[src/rtl/mem_pkg.sv]
// Shared state encoding, default parameters and counter helpers for the memory
// sequencer and its wait counter.
package mem_pkg;

    typedef enum logic [2:0] {
        S_IDLE      = 3'd0,
        S_INIT_WR   = 3'd1,
        S_INIT_HOLD = 3'd2,
        S_RD_WAIT   = 3'd3,
        S_LOAD      = 3'd4,
        S_PROC_WAIT = 3'd5,
        S_WB_WR     = 3'd6
    } state_e;

    localparam int DEF_DATA_W   = 48;
    localparam int DEF_ADDR_W   = 4;
    localparam int DEF_RD_LAT   = 7;
    localparam int DEF_WR_CYC   = 7;
    localparam int DEF_HOLD_CYC = 7;
    localparam int CNT_W        = 8;

    // A state lasting 'cycles' cycles ends when the counter reads cycles-1.
    function automatic logic [CNT_W-1:0] term_of(input int cycles);
        return CNT_W'(cycles - 1);
    endfunction

endpackage

[src/rtl/mem_sequencer_wait_counter.sv]
// Shared cycle counter: clears on request, counts while enabled and flags
// when it has reached the terminal value.
module wait_counter
    import mem_pkg::*;
#(
    parameter int W = CNT_W
) (
    input  logic         clock,
    input  logic         reset,
    input  logic         clr_i,
    input  logic         en_i,
    input  logic [W-1:0] term_i,
    output logic         done_o
);

    logic [W-1:0] count_q;
    logic [W-1:0] count_d;

    // Next count: clear has priority over counting.
    always_comb begin
        count_d = count_q;
        if (clr_i) begin
            count_d = {W{1'b0}};
        end else if (en_i) begin
            count_d = count_q + W'(1);
        end else begin
            count_d = count_q;
        end
    end

    // Count register.
    always_ff @(posedge clock or posedge reset) begin
        if (reset) begin
            count_q <= {W{1'b0}};
        end else begin
            count_q <= count_d;
        end
    end

    assign done_o = en_i && (count_q == term_i);

endmodule

[src/rtl/mem_sequencer.sv]
// Memory sequencer: fills memory on request, reads bursts into the datapath
// registers and writes the processed burst back to the same addresses.
module mem_sequencer
    import mem_pkg::*;
#(
    parameter int DATA_W   = DEF_DATA_W,
    parameter int ADDR_W   = DEF_ADDR_W,
    parameter int RD_LAT   = DEF_RD_LAT,
    parameter int WR_CYC   = DEF_WR_CYC,
    parameter int HOLD_CYC = DEF_HOLD_CYC
) (
    input  logic              clock,
    input  logic              reset,
    input  logic              init_req,
    input  logic              load_req,
    input  logic              abort,
    input  logic              proc_done,
    input  logic [ADDR_W-1:0] addr_base,
    input  logic [ADDR_W-1:0] burst_len,
    input  logic [DATA_W-1:0] init_data,
    input  logic [DATA_W-1:0] datapath_out,
    output logic [ADDR_W-1:0] mem_addr,
    output logic [DATA_W-1:0] mem_wdata,
    output logic              mem_we,
    output logic              load_registers,
    output logic [ADDR_W-1:0] word_idx,
    output logic              ready,
    output logic              init_done
);

    localparam logic [ADDR_W-1:0] LAST_IDX = {ADDR_W{1'b1}};
    localparam logic [ADDR_W-1:0] IDX_ZERO = {ADDR_W{1'b0}};
    localparam logic [ADDR_W-1:0] IDX_ONE  = ADDR_W'(1);
    localparam logic [CNT_W-1:0]  RD_TERM   = term_of(RD_LAT);
    localparam logic [CNT_W-1:0]  WR_TERM   = term_of(WR_CYC);
    localparam logic [CNT_W-1:0]  HOLD_TERM = term_of(HOLD_CYC);

    state_e            state_q, state_d;
    logic [ADDR_W-1:0] word_idx_q, word_idx_d;
    logic [ADDR_W-1:0] addr_base_q, addr_base_d;
    logic [ADDR_W-1:0] burst_len_q, burst_len_d;
    logic              cnt_clr_s, cnt_en_s, cnt_done_s;
    logic [CNT_W-1:0]  cnt_term_s;

    wait_counter #(.W(CNT_W)) u_wait_counter (
        .clock  (clock),
        .reset  (reset),
        .clr_i  (cnt_clr_s),
        .en_i   (cnt_en_s),
        .term_i (cnt_term_s),
        .done_o (cnt_done_s)
    );

    // Next-state, word index and counter control. Untimed states hold the
    // counter clear; timed states clear it on every word advance or exit.
    always_comb begin
        state_d     = state_q;
        word_idx_d  = word_idx_q;
        addr_base_d = addr_base_q;
        burst_len_d = burst_len_q;
        cnt_clr_s   = 1'b0;
        cnt_en_s    = 1'b0;
        cnt_term_s  = {CNT_W{1'b0}};
        case (state_q)
            S_IDLE: begin
                cnt_clr_s = 1'b1;
                if (init_req) begin
                    state_d    = S_INIT_WR;
                    word_idx_d = IDX_ZERO;
                end else if (load_req) begin
                    state_d     = S_RD_WAIT;
                    word_idx_d  = IDX_ZERO;
                    addr_base_d = addr_base;
                    burst_len_d = burst_len;
                end else begin
                    state_d = S_IDLE;
                end
            end
            S_INIT_WR: begin
                cnt_en_s   = 1'b1;
                cnt_term_s = WR_TERM;
                if (cnt_done_s) begin
                    cnt_clr_s = 1'b1;
                    if (word_idx_q == LAST_IDX) begin
                        state_d    = S_INIT_HOLD;
                        word_idx_d = IDX_ZERO;
                    end else begin
                        word_idx_d = word_idx_q + IDX_ONE;
                    end
                end else begin
                    cnt_clr_s = 1'b0;
                end
            end
            S_INIT_HOLD: begin
                cnt_en_s   = 1'b1;
                cnt_term_s = HOLD_TERM;
                if (cnt_done_s) begin
                    cnt_clr_s = 1'b1;
                    state_d   = S_IDLE;
                end else begin
                    cnt_clr_s = 1'b0;
                end
            end
            S_RD_WAIT: begin
                cnt_en_s   = 1'b1;
                cnt_term_s = RD_TERM;
                if (cnt_done_s) begin
                    cnt_clr_s = 1'b1;
                    state_d   = S_LOAD;
                end else begin
                    cnt_clr_s = 1'b0;
                end
            end
            S_LOAD: begin
                cnt_clr_s = 1'b1;
                if (word_idx_q < burst_len_q) begin
                    state_d    = S_RD_WAIT;
                    word_idx_d = word_idx_q + IDX_ONE;
                end else begin
                    state_d    = S_PROC_WAIT;
                    word_idx_d = IDX_ZERO;
                end
            end
            S_PROC_WAIT: begin
                cnt_clr_s = 1'b1;
                if (abort) begin
                    state_d = S_IDLE;
                end else if (proc_done) begin
                    state_d = S_WB_WR;
                end else begin
                    state_d = S_PROC_WAIT;
                end
            end
            S_WB_WR: begin
                cnt_en_s   = 1'b1;
                cnt_term_s = WR_TERM;
                if (cnt_done_s) begin
                    cnt_clr_s = 1'b1;
                    if (word_idx_q == burst_len_q) begin
                        state_d    = S_IDLE;
                        word_idx_d = IDX_ZERO;
                    end else begin
                        word_idx_d = word_idx_q + IDX_ONE;
                    end
                end else begin
                    cnt_clr_s = 1'b0;
                end
            end
            default: begin
                state_d    = S_IDLE;
                word_idx_d = IDX_ZERO;
                cnt_clr_s  = 1'b1;
            end
        endcase
    end

    // State and burst context registers.
    always_ff @(posedge clock or posedge reset) begin
        if (reset) begin
            state_q     <= S_IDLE;
            word_idx_q  <= IDX_ZERO;
            addr_base_q <= IDX_ZERO;
            burst_len_q <= IDX_ZERO;
        end else begin
            state_q     <= state_d;
            word_idx_q  <= word_idx_d;
            addr_base_q <= addr_base_d;
            burst_len_q <= burst_len_d;
        end
    end

    // Outputs decode only registered state, so reset clears them at once.
    always_comb begin
        mem_addr       = addr_base_q + word_idx_q;
        mem_wdata      = datapath_out;
        mem_we         = 1'b0;
        load_registers = 1'b0;
        ready          = 1'b0;
        init_done      = 1'b0;
        case (state_q)
            S_IDLE: begin
                mem_addr  = IDX_ZERO;
                mem_wdata = init_data;
                ready     = 1'b1;
            end
            S_INIT_WR: begin
                mem_addr  = word_idx_q;
                mem_wdata = init_data;
                mem_we    = 1'b1;
            end
            S_INIT_HOLD: begin
                mem_addr  = word_idx_q;
                mem_wdata = init_data;
                init_done = 1'b1;
            end
            S_LOAD:  load_registers = 1'b1;
            S_WB_WR: mem_we         = 1'b1;
            default: mem_we         = 1'b0;
        endcase
    end

    assign word_idx = word_idx_q;

endmodule

[config.mk]
export PLATFORM = sky130hd
export DESIGN_NAME = mem_sequencer
export DESIGN_NICKNAME = d
export VERILOG_FILES = /design/src/rtl/mem_pkg.sv /design/src/rtl/mem_sequencer_wait_counter.sv /design/src/rtl/mem_sequencer.sv
export SDC_FILE = /design/constraint.sdc
export NUM_CORES = 1
export LEC_CHECK = 0
export CAP_MARGIN = 20
export CORE_MARGIN = 2
export CORE_UTILIZATION = 36
export DETAILED_ROUTE_END_ITERATION = 8
export PLACE_DENSITY = 0.88
export SETUP_SLACK_MARGIN = 0.02
export SLEW_MARGIN = 5
export SYNTH_ARGS = -nofsm -noshare
export SYNTH_HDL_FRONTEND = slang
export SYNTH_SLANG_ARGS = --single-unit
[constraint.sdc]
create_clock -name clock -period 6.6 [get_ports clock]
set_input_delay 1.65 -clock clock [delete_from_list [all_inputs] [get_ports clock]]
set_output_delay 1.65 -clock clock [all_outputs]
set_load 0.1 [all_outputs]
==> reports/qor.csv <==
metric,value,unit
port bufs,169,
Syn Area/Cell,9.36,sq um
Yosys top cell by area,mux2_2,
period utilization,77.0,%
Worst R2R Setup Slack,4.38,ns
headroom to the max-slew limit,31.3,%
routed vias/inst,5.06,
via count,2311,
syn_nets,340,
clock buffer depth,2,
grt total ovfl,0,
Setup TNS,0,ns
Worst setup SP type,input pin,
Worst Tran Pin Value,1.03,ns
Total Routing Usage GR,22.2,%
clk sink count,23,
Die W,79.6,um
Critical Path RT,4.95,ns
Die Height,79.6,um
max-cap violations,0,
Post-synth EDFFs,0,
Layout Cells excl Fill,457,
root buf cell,clkbuf_8,
"antenna viol nets, final",0,
global-route wire length before repair,11100,um
final period demand of the worst path,5.08,ns
Post-CTS Hold Buffers,0,
Final Setup Violations,0,
"CTS clk-pin slew, worst paths",0.08,ns
initial antenna violation count,0,
I/O pin count,170,
status,"complete, no violations",
Clock Latency Late Sink,0.26,ns
ys flop type,dfrtp_1,
NumNets Final,506,
critical path's largest stage delay,1.17,ns
Mapped Cells,220,
CTS Buf Count,3,
# DRC,0,
vias in the first global route,2374,
Hold Fails Final Rpt,0,
total wire length,7610,um
asr flop ratio synth,100,%
routability cong.,0.816,
ANT cells,0,
"most common cell after layout, fill and taps aside",clkdlybuf4s50_1,
TritonRoute pass-1 iters,4,
H-tree levels,1,
"most used cell, CP",clkdlybuf4s50_1,
hold path start,u_wait_counter.count_q[0],
Setup Skew,0.00119,ns
worst reg2reg endpoint,word_idx[0],
Area Overhead vs Synth,88.7,%
synthesized area,2060,sq um
crit path DAT,3.43,ns
worst path cell trace,"clkdlybuf4s50_1, mux2_2, clkdlybuf4s50_1",
die footprint,6340,sq um
RSZ-0062 raised after global routing,false,
min-delay worst type,register to register,
post-CTS sizing,0,
most frequent cells in the layout,"clkdlybuf4s50_1 (169), mux2_2 (56), dfrtp_1 (23)",
worst reg-to-reg path cell count,6,
Core Box Area,5510,sq um
Cell variety after synth,41,
site row count,27,
CP Capture Type,output port,
CTS tree,yes,
Post-CTS Setup Bufs,0,
sequential cell area fraction in the yosys report,28.0,%
"Design Area, Final",3880,sq um
end of the critical path,mem_wdata[36],
WL/cell,16.7,um
slowest CP cell,clkdlybuf4s50_1,
Worst Setup SP,init_data[36],
Synth Warn #,0,
Reg-to-Reg Start,state_q[0],
Iteration-0 DRC Markers,151,
fraction of layout instances using a drive strength above 1,17.4,%
Post-DP HPWL,6260,um
f_max,197,MHz
Initial Utilization,37.4,%
Hold WS,0.495,ns
register bit total from synthesis,23,
area share of the largest cell type after synthesis,30.6,%
Area after DPL,3820,sq um
Setup Crit Path Kind,input pin to output port,
Area contributors post-synth,"mux2_2 (31%), dfrtp_1 (28%), ha_1 (5.5%)",
largest net degree at the start of global routing,36,
Final Max Tran Viols,0,
dpl cells,452,
Max Fanout on Critical Path,1,
[sequential cells by signal (all words and copies together) (netlist names)]
signal / count
word_idx: 4
addr_base_q: 4
u_wait_counter.count_q: 8
burst_len_q: 4
state_q: 3
[worst max-delay path: cells and delay by family]
kind                   cells  cell delay (ns)
multiplexers               1             0.14
buffers and inverters      2             1.64
[stage by stage]
stage / worst slack [ns] / util [%]
global route: 1.49 / 70.5
CTS: 1.33 / 70.2
finish: 1.52 / 70.5
global placement: 1.54 / 69.3
floorplan: 0.587 / -
detailed placement: 1.52 / 69.3
[routing by layer]
metal | global-route usage [%] | vias up | wire [um]
met5 | 0 | - | 0
met4 | 5.00 | 0 | 95
met3 | 7.13 | 10 | 723
met2 | 41.9 | 116 | 4120
met1 | 23.9 | 1065 | 2670
li1 | - | 1120 | -
[worst min path at each step]
| stage | end | slack [ns] | cells past startpoint |
|---|---|---|---|
| after floorplan | u_wait_counter.count_q[0] | 0.45 | 1 |
| after global placement | u_wait_counter.count_q[0] | 0.48 | 1 |
| after detailed placement | u_wait_counter.count_q[0] | 0.49 | 1 |
| after CTS | u_wait_counter.count_q[0] | 0.50 | 1 |
| after global routing | u_wait_counter.count_q[0] | 0.54 | 1 |
| final | u_wait_counter.count_q[0] | 0.50 | 1 |
[cells by family after synthesis]
| logic type | synth area share, % |
|---|---|
| AO/OA/AOI/OAI | 12.0 |
| XOR/XNOR | 3.40 |
| adder cells (fa/ha/maj) | 6.93 |
| buffers and inverters | 4.74 |
| flip-flops | 28.0 |
| multiplexers | 31.7 |
| AND/OR/NAND/NOR | 13.3 |
[layout make-up]
type                       count  area, sq um
clock inverter                 1         5.00
inverter                      15         56.3
tap                           72         90.1
multi-input combinational    172         1400
fill                         401         1620
sequential                    23          576
clock buffer                   3         41.3
timing repair buffer         171         1720
[cells in the mapped netlist (2+ instances only)]
library cell   n
a22oi_1        3
o22ai_1        2
a21o_1         2
a211o_1        2
and2_1         2
o31a_1         2
ha_1           9
nor3_1         6
o21ai_0        7
dfrtp_1       23
nand3_1        8
xnor2_1        5
xor2_1         3
mux2_2        56
buf_2          3
clkbuf_1       7
nor2b_1        3
nor2_1        18
inv_1         15
nand2_1       15
a21oi_1        9
Power is not shown: default switching activity piles up to over one toggle a cycle in this logic, so the estimate is an artifact.
==> patch (same settings) <==
Change the package constant `CNT_W` from 8 to 12.
--- a/src/rtl/mem_pkg.sv
+++ b/src/rtl/mem_pkg.sv
@@ -19,3 +19,3 @@
     localparam int DEF_HOLD_CYC = 7;
-    localparam int CNT_W        = 8;
+    localparam int CNT_W        = 12;
 
Check against the original RTL: same outputs for any inputs over 10 cycles, from zero or initial values and one cycle with reset high; that may be too few to reach the edited logic, so the function may still have changed.
==> patch against the unedited design <==
  * Worst setup slack got worse by 0.087 ns
  * Critical path depth rose by 3
  * Maximum frequency down 1.7%
  * Synthesized area increased by 6.6%
  * Sequential cell count is 4 higher
  * Wire length up 7.3%
  * Cell area rose by 4.4%
  * Sequential share of layout area rose by 1.8 points
  * Die area rose by 6.2%
  * Highest routed layer unchanged
Power is not shown: default switching activity piles up to over one toggle a cycle in this logic, so the estimate is an artifact.
==> patch: results (changes against the unedited design) <==
drt-initial-drc-count: 62  # was 151
cts_max_path_buffers: 2  # unchanged
synth-compound-area-share: 0.0884  # was 0.120
synth-adder-area-share: 0.0650  # was 0.0693
critPathTopFamily: "buffers and inverters"  # unchanged
synthArstFlopShare: 1.00  # unchanged
slew-limit-headroom: 0.277  # was 0.313
ys_top_cells_by_count: "nand2_1, dfrtp_1, nor2_1, clkbuf_1, inv_1"  # was mux2_2, dfrtp_1, nor2_1, inv_1, nand2_1
cts_buffers: 3  # unchanged
maxSlewViolCount: 0  # unchanged
worst-r2r-setup-slack_ns: 4.42  # was 4.38 ns
largest_reg_flops: 12  # was 8
yosysWarnings: 0  # unchanged
dominantRegCellSynth: "dfrtp_1"  # unchanged
cpPeakStageDelay_ns: 1.21  # was 1.17 ns
path_clk_slew_ns: 0.09
ctsRootBufferMaster: "clkbuf_8"  # unchanged
nets: 608  # was 506
track_usage: 0.219  # was 0.222
ys_top_cells_by_area: "dfrtp_1, nand2_1, ha_1"  # was mux2_2, dfrtp_1, ha_1
grt_pass1_wl_um: 11400  # was 11100 um
vias: 2746  # was 2311
yosysUniqueCellTypes: 38  # was 41
port_buffers: 169  # unchanged
holdCritPathClass: "reg2reg"  # unchanged
postCtsSetupBuffers: 0  # unchanged
antenna_found_initial: 0  # unchanged
synthXorXnorAreaFrac: 0.0479  # was 0.0340
diodes: 0  # unchanged
syn_nets: 444  # was 340
synth.area.mux_share: 0.0462  # was 0.317
drtPass1Iterations: 4  # unchanged
worstPathArrival_ns: 3.52  # was 3.43 ns
cts_resized: 0  # unchanged
cpMaxStageDelayCell: "clkdlybuf4s50_1"  # unchanged
yosysSeqAreaShare: 0.308  # was 0.280
outcome: "completed"  # unchanged
gp_congestion: 0.862  # was 0.816
dpl.hpwl_um: 6340  # was 6260 um
grt_max_degree: 31  # was 36
path_max_fanout: 28  # was 1
regMostFlops: "u_wait_counter.count_q"  # unchanged
fin_skew_ns: 0.00146  # was 0.00119 ns
wire_per_inst_um: 14.5  # was 16.7 um
clock_latency_ns: 0.27
final_layout_size_suffix_gt1_frac: 0.0370  # was 0.174
grt_pass1_vias: 2402  # was 2374
h-tree-depth: 1  # unchanged
[patch: worst paths after layout]
check | from | to | depth (start not counted)
max | state_q[2] | mem_wdata[43] | 6
max reg2reg | state_q[2] | word_idx[3] | 5
min in group asynchronous | reset | burst_len_q[2] | 2
min | burst_len_q[2] | burst_len_q[2] | 1
max in group asynchronous | reset | state_q[0] | 3
min reg2reg | burst_len_q[2] | burst_len_q[2] | 1
[patch: routing by layer]
layer / share of wire / GRT usage / routed length [um] / up-vias
met1: 0.39 / 0.273 / 3210 / 1221
met5: 0 / 0 / 0 / -
met2: 0.48 / 0.366 / 3880 / 124
met3: 0.088 / 0.0308 / 718 / 19
met4: 0.044 / 0.115 / 359 / 0
li1: - / - / - / 1382
[patch: layout make-up]
type                    instances  area (sq um)
inverters                      12          45.0
repair buffers                173          1760
fillers                       462          1860
flip-flops and latches         27           676
multi-input cells             271          1430
clock inverters                 1          7.51
clock buffers                   3          41.3
well taps                      75          93.8
[patch: through the flow]
stage	instances	setup WS (ns)	instance area (sq um)	util	hold slack, ns
4_1_cts	560	1.48	4020	0.679	0.517
2_1_floorplan	324	1.01	2190	-	0.469
6_report	562	1.43	4060	0.685	0.512
3_5_place_dp	556	1.50	3970	0.671	0.496
5_1_grt	562	1.22	4060	0.685	0.541
3_3_place_gp	555	1.47	3950	0.666	0.489
[patch: cells by family after synthesis]
group           after synthesis
compound gates               30
xor+xnor                     12
fa+ha+maj                    11
buf+inv                      26
flops                        27
mux                           9
simple gates                209
